**src/rtl/demux_1to3_reg_if.sv**
```systemverilog
// Handshake bundle for the registered 1-to-3 distributor: one input channel, three output channels.
interface demux_1to3_reg_if #(
  parameter int unsigned DATA_W = 6
);
  logic [DATA_W-1:0] in_data;
  logic [1:0]        in_sel;
  logic              in_valid;
  logic              in_ready;

  logic [DATA_W-1:0] out_a_data;
  logic              out_a_valid;
  logic              out_a_ready;
  logic [DATA_W-1:0] out_b_data;
  logic              out_b_valid;
  logic              out_b_ready;
  logic [DATA_W-1:0] out_c_data;
  logic              out_c_valid;
  logic              out_c_ready;

  // Producer/consumer side: drives the input word and the consumer readies
  modport master (
    output in_data, in_sel, in_valid,
    output out_a_ready, out_b_ready, out_c_ready,
    input  in_ready,
    input  out_a_data, out_a_valid,
    input  out_b_data, out_b_valid,
    input  out_c_data, out_c_valid
  );

  // Distributor side
  modport slave (
    input  in_data, in_sel, in_valid,
    input  out_a_ready, out_b_ready, out_c_ready,
    output in_ready,
    output out_a_data, out_a_valid,
    output out_b_data, out_b_valid,
    output out_c_data, out_c_valid
  );
endinterface

```
**src/rtl/demux_1to3_reg.sv**
```systemverilog
// Registered 1-to-3 distributor: routes each accepted word to one of three
// one-entry holding registers selected by in_sel (11 = drop).
// Optional build macro DEMUX3_DROP_CNT_EN adds a saturating 8-bit drop_count.
module demux_1to3_reg #(
  parameter int unsigned DATA_W = 6
) (
  input  logic               clk,
  input  logic               rst,
  demux_1to3_reg_if.slave    bus
`ifdef DEMUX3_DROP_CNT_EN
  ,
  output logic [7:0]         drop_count
`endif
);

  localparam int unsigned NUM_CH = 3;
  localparam int unsigned SEL_W  = 2;
`ifdef DEMUX3_DROP_CNT_EN
  localparam int unsigned CNT_W  = 8;
`endif

  typedef enum logic {
    EMPTY = 1'b0,
    FULL  = 1'b1
  } ch_state_t;

  ch_state_t         state_q [NUM_CH];
  ch_state_t         state_d [NUM_CH];
  logic [DATA_W-1:0] data_q  [NUM_CH];
  logic [NUM_CH-1:0] out_rdy;
  logic [NUM_CH-1:0] out_vld;
  logic [NUM_CH-1:0] route;
  logic              in_ready_c;
  logic              accept;

  assign out_rdy = {bus.out_c_ready, bus.out_b_ready, bus.out_a_ready};
  assign accept  = bus.in_valid & in_ready_c;

  // Valid bits are the channel state registers themselves
  always_comb begin
    for (int i = 0; i < NUM_CH; i++) begin
      out_vld[i] = (state_q[i] == FULL);
    end
  end

  // Input ready: selected channel empty or draining this cycle; drop selector always ready
  always_comb begin
    in_ready_c = 1'b1;
    case (bus.in_sel)
      2'd0:    in_ready_c = !out_vld[0] | out_rdy[0];
      2'd1:    in_ready_c = !out_vld[1] | out_rdy[1];
      2'd2:    in_ready_c = !out_vld[2] | out_rdy[2];
      default: in_ready_c = 1'b1;
    endcase
  end

  assign bus.in_ready = in_ready_c;

  // Per-channel next state: refill wins over drain, so drain+refill stays FULL
  always_comb begin
    for (int i = 0; i < NUM_CH; i++) begin
      state_d[i] = state_q[i];
      route[i]   = accept && (bus.in_sel == SEL_W'(i));
      if (route[i]) begin
        state_d[i] = FULL;
      end else if (out_vld[i] && out_rdy[i]) begin
        state_d[i] = EMPTY;
      end
    end
  end

  // Channel state registers
  always_ff @(posedge clk or posedge rst) begin
    if (rst) begin
      for (int i = 0; i < NUM_CH; i++) begin
        state_q[i] <= EMPTY;
      end
    end else begin
      for (int i = 0; i < NUM_CH; i++) begin
        state_q[i] <= state_d[i];
      end
    end
  end

  // Holding data: loads only on a routed accept, keeps its value after a drain
  always_ff @(posedge clk or posedge rst) begin
    if (rst) begin
      for (int i = 0; i < NUM_CH; i++) begin
        data_q[i] <= '0;
      end
    end else begin
      for (int i = 0; i < NUM_CH; i++) begin
        if (route[i]) begin
          data_q[i] <= bus.in_data;
        end
      end
    end
  end

  assign bus.out_a_data  = data_q[0];
  assign bus.out_b_data  = data_q[1];
  assign bus.out_c_data  = data_q[2];
  assign bus.out_a_valid = out_vld[0];
  assign bus.out_b_valid = out_vld[1];
  assign bus.out_c_valid = out_vld[2];

`ifdef DEMUX3_DROP_CNT_EN
  logic drop;
  assign drop = accept && (bus.in_sel == SEL_W'(3));

  // Saturating count of accepted-and-dropped words
  always_ff @(posedge clk or posedge rst) begin
    if (rst) begin
      drop_count <= '0;
    end else if (drop && (drop_count != {CNT_W{1'b1}})) begin
      drop_count <= drop_count + CNT_W'(1);
    end
  end
`endif

endmodule

```
**src/flat_wrapper.sv**
```systemverilog
// flat-port wrapper written by rule: the top's interface ports become plain ports
module demux_1to3_reg_flat 
#(
  parameter int unsigned DATA_W = 6
)
  (clk, rst, bus_in_data, bus_in_sel, bus_in_valid, bus_out_a_ready, bus_out_b_ready, bus_out_c_ready, bus_in_ready, bus_out_a_data, bus_out_a_valid, bus_out_b_data, bus_out_b_valid, bus_out_c_data, bus_out_c_valid);
  demux_1to3_reg_if #(.DATA_W(DATA_W)) bus_i ();
  input  logic clk;
  input  logic rst;
  input wire logic [$bits(bus_i.in_data)-1:0] bus_in_data;
  input wire logic [$bits(bus_i.in_sel)-1:0] bus_in_sel;
  input wire logic [$bits(bus_i.in_valid)-1:0] bus_in_valid;
  input wire logic [$bits(bus_i.out_a_ready)-1:0] bus_out_a_ready;
  input wire logic [$bits(bus_i.out_b_ready)-1:0] bus_out_b_ready;
  input wire logic [$bits(bus_i.out_c_ready)-1:0] bus_out_c_ready;
  output wire logic [$bits(bus_i.in_ready)-1:0] bus_in_ready;
  output wire logic [$bits(bus_i.out_a_data)-1:0] bus_out_a_data;
  output wire logic [$bits(bus_i.out_a_valid)-1:0] bus_out_a_valid;
  output wire logic [$bits(bus_i.out_b_data)-1:0] bus_out_b_data;
  output wire logic [$bits(bus_i.out_b_valid)-1:0] bus_out_b_valid;
  output wire logic [$bits(bus_i.out_c_data)-1:0] bus_out_c_data;
  output wire logic [$bits(bus_i.out_c_valid)-1:0] bus_out_c_valid;
  assign bus_i.in_data = bus_in_data;
  assign bus_i.in_sel = bus_in_sel;
  assign bus_i.in_valid = bus_in_valid;
  assign bus_i.out_a_ready = bus_out_a_ready;
  assign bus_i.out_b_ready = bus_out_b_ready;
  assign bus_i.out_c_ready = bus_out_c_ready;
  assign bus_in_ready = bus_i.in_ready;
  assign bus_out_a_data = bus_i.out_a_data;
  assign bus_out_a_valid = bus_i.out_a_valid;
  assign bus_out_b_data = bus_i.out_b_data;
  assign bus_out_b_valid = bus_i.out_b_valid;
  assign bus_out_c_data = bus_i.out_c_data;
  assign bus_out_c_valid = bus_i.out_c_valid;
  demux_1to3_reg #(.DATA_W(DATA_W)) u_core (.clk(clk), .rst(rst), .bus(bus_i));
endmodule
```
**config.mk**
```make
export PLATFORM = sky130hd
export DESIGN_NAME = demux_1to3_reg_flat
export DESIGN_NICKNAME = d
export VERILOG_FILES = /design/src/rtl/demux_1to3_reg_if.sv /design/src/rtl/demux_1to3_reg.sv /design/src/flat_wrapper.sv
export SDC_FILE = /design/constraint.sdc
export NUM_CORES = 1
export LEC_CHECK = 0
export ABC_AREA = 0
export CORE_UTILIZATION = 44
export DETAILED_ROUTE_END_ITERATION = 8
export PLACE_DENSITY = 0.83
export SLEW_MARGIN = 20
export SYNTH_ARGS = -nofsm -noshare
export SYNTH_HDL_FRONTEND = slang
export SYNTH_SLANG_ARGS = --single-unit
```
**constraint.sdc**
```tcl
create_clock -name clk -period 1.9 [get_ports clk]
set_clock_uncertainty 0.1 [all_clocks]
set_input_delay 0.38 -clock clk [delete_from_list [all_inputs] [get_ports clk]]
set_output_delay 0.38 -clock clk [all_outputs]
set_load 0.02 [all_outputs]
```
==> flow_summary_export.csv <==
group,metric,value,unit
die,io_pins,36,
detailed_routing,drt_iter0_drc,4,
grt,grt_pass1_vias,627,
clock_network,htreeDepth,1,
detailed_routing,drtPass1Iterations,2,
synthesis,syn-num-nets,71,
clock_network,numCtsBuffers,3,
synthesis,synthTopCellsByArea,"dfrtp_1, mux2_2, nand2b_1, nor3b_4, o21ai_0",
critical_path,worstPathCellList,"clkdlybuf4s50_1 -> nand2b_1 -> mux2i_1 -> o21ai_0 -> buf_2",
clock_network,cts_tree,"built",
timing,rsz0062_at_grt,"false",
synthesis,synth_ff_type,"dfrtp_1",
place,hpwl,1460,um
critical_path,cp-startpoint,"bus_out_c_ready",
die,dieArea,2100,um2
synthesis,synth_edf_count,0,
grt,grt_max_degree,22,
die,coreArea,1760,um2
critical_path,cp-end-kind,"output pin",
synthesis,syn_area,846,um2
synthesis,seq_area_frac_synth,0.621,
synthesis,async_flop_share,1.00,
grt,antenna_found_initial,0,
critical_path,critical_path_buf_inv_count,2,
synthesis,yosysTopAreaCell,"dfrtp_1",
critical_path,cp.arrival,1380,ps
timing,setup_viol,0,
final_layout,seqCellArea,526,um2
critical_path,cp-start-kind,"primary input",
final_layout,fillers,128,
timing,post-route-min-period,1860,ps
final_layout,fin_nets,119,
critical_path,r2r_start,"u_core.bus.out_b_valid",
flow_run,maxCapViolCount,0,
detailed_routing,ant_nets,0,
final_layout,multi_input_comb_area,304,um2
grt,grt_usage,0.196,
power,p_leak,0.577,nW
critical_path,r2r-end,"u_core.bus.out_b_data[2]",
synthesis,synth_area_per_cell,14.8,um2
power,peakVddDrop,0.784,mV
critical_path,rrSetupSlack,420,ps
clock_network,clk_pin_slew,110,ps
power,p_per_area,949,nW/um2
timing,slew_headroom,0.822,
critical_path,crit_family,"buffers and inverters",
timing,worstMarginPinSlew,268,ps
timing,hold_slack,286,ps
timing,max_freq,537,MHz
synthesis,syn-instance-count,57,
final_layout,area_growth,55.0,%
detailed_routing,wirelength,1870,um
place,gp_congestion,0.760,
timing,finalCritPeriodShare,0.980,
detailed_routing,wl_per_cell,14.5,um
grt,grt_pass1_wl,2820,um
place,port_buffers,35,
die,initial_core_util,0.479,
clock_network,clock_latency,310,ps
clock_network,cts_max_path_buffers,2,
critical_path,path_depth,5,
grt,grt_overflow_total,0,
critical_path,cp.required,1420,ps
clock_network,cts_sinks,21,
timing,finalHoldViolCount,0,
critical_path,worstPathMaxFanout,2,
critical_path,path_class,"primary input to output pin",
synthesis,synth_top_cell_area_share,0.621,
critical_path,slowest_delay,450,ps
detailed_routing,drc_errors,0,
clock_network,post_cts_buffers,0,
place,dp_worst_setup_slack,-443,ps
synthesis,ys_ff_latch,21,
timing,setup_ws,38.1,ps
worst_hold_path,hold_class,"primary input to asynchronous set/reset pin",
critical_path,crit_slowest_cell,"clkdlybuf4s50_1",
final_layout,final_util,0.743,
run_status,status,"finished, final reports clean",
die,rows,15,
critical_path,reg2reg_depth,5,
timing,drv_slew,0,
synthesis,ys_warn_count,0,
synthesis,synthTopCellsByCount,"dfrtp_1, mux2_2, nand2_1",
synthesis,yosysMostFrequentCell,"dfrtp_1",
clock_network,cts_root_buf,"clkbuf_4",
final_layout,drive_above_1_share,0.327,
synthesis,synth_cell_types,13,
final_layout,n_antenna_cell,0,
power,p_total,1.24,mW
detailed_routing,vias,608,
die,die_w,45.8,um
detailed_routing,vias_per_cell,4.71,
die,die_y,45.8,um
==> layout make-up <==
type,count,share of cell area
Inverter,1,0.00286
Sequential cell,21,0.401
Tap cell,25,0.0239
Timing Repair Buffer,45,0.321
Multi-Input combinational cell,33,0.232
Clock buffer,4,0.0200
==> through the flow <==
| stage | TNS, ps | instances | area [um2] |
|---|---|---|---|
| after floorplan | 0 | 57 | 846 |
| after global routing | 0 | 129 | 1310 |
| after CTS | 0 | 129 | 1310 |
| final | 0 | 129 | 1310 |
| after global placement | -1780 | 125 | 1290 |
| after detailed placement | -2950 | 125 | 1290 |
==> per-layer routing <==
metal  track usage  wire length, um  up-vias  part of all wire
met1         0.230              778      289              0.42
met5             0                0        -                 0
met2         0.349              962       23              0.51
met3        0.0278              109        4             0.058
li1              -                -      292                 -
met4        0.0882               21        0             0.011
==> where the power goes <==
group          internal [mW]  total (mW)  switching, mW
combinational          0.249       0.452          0.203
sequential             0.532       0.576         0.0442
clock                 0.0820       0.216          0.134
==> cells by family after synthesis <==
kind of cell / after synthesis / synth area share
AO/OA/AOI/OAI: 3 / 0.0177
multiplexers: 19 / 0.251
buffers and inverters: 3 / 0.0192
flip-flops: 21 / 0.621
AND/OR/NAND/NOR: 11 / 0.0902
==> timing repair <==
item / CTS / global route
endpoints found under the setup margin: 1 / 0
hold buffers: 0 / 0
gates resized for setup: 5 / 0
==> layout by cell type, fill, tap and decap left out <==
cell / Yosys / routed
clkbuf_1: 0 / 1
clkdlybuf4s50_1: 0 / 34
dfrtp_1: 21 / 21
nor2b_1: 1 / 1
o21ai_0: 3 / 3
nand3b_2: 1 / 1
mux2_2: 18 / 18
nand2_1: 4 / 4
nor3b_4: 1 / 1
mux2i_1: 1 / 1
buf_2: 0 / 1
and3_1: 1 / 1
nand2b_1: 3 / 3
inv_1: 1 / 1
buf_4: 1 / 10
clkbuf_4: 0 / 3
==> worst max path at each step <==
stage / endpoint / slack, ps
after floorplan: bus_in_ready / 290
after global placement: bus_in_ready / -340
after detailed placement: bus_in_ready / -440
after CTS: bus_in_ready / 9
after global routing: bus_in_ready / 4
final: bus_in_ready / 40
==> tightest hold or removal path, cell delays in order <==
cell and delay, ps:
clkdlybuf4s50_1 390, inv_1 50, buf_4 270
==> flip-flops by register name (all words and copies together) (netlist names) <==
register / cells
u_core.bus.out_b_valid: 1
u_core.bus.out_a_valid: 1
u_core.bus.out_b_data: 6
u_core.bus.out_a_data: 6
u_core.bus.out_c_data: 6
u_core.bus.out_c_valid: 1
No activity file was read; power rests on OpenSTA's default activity.
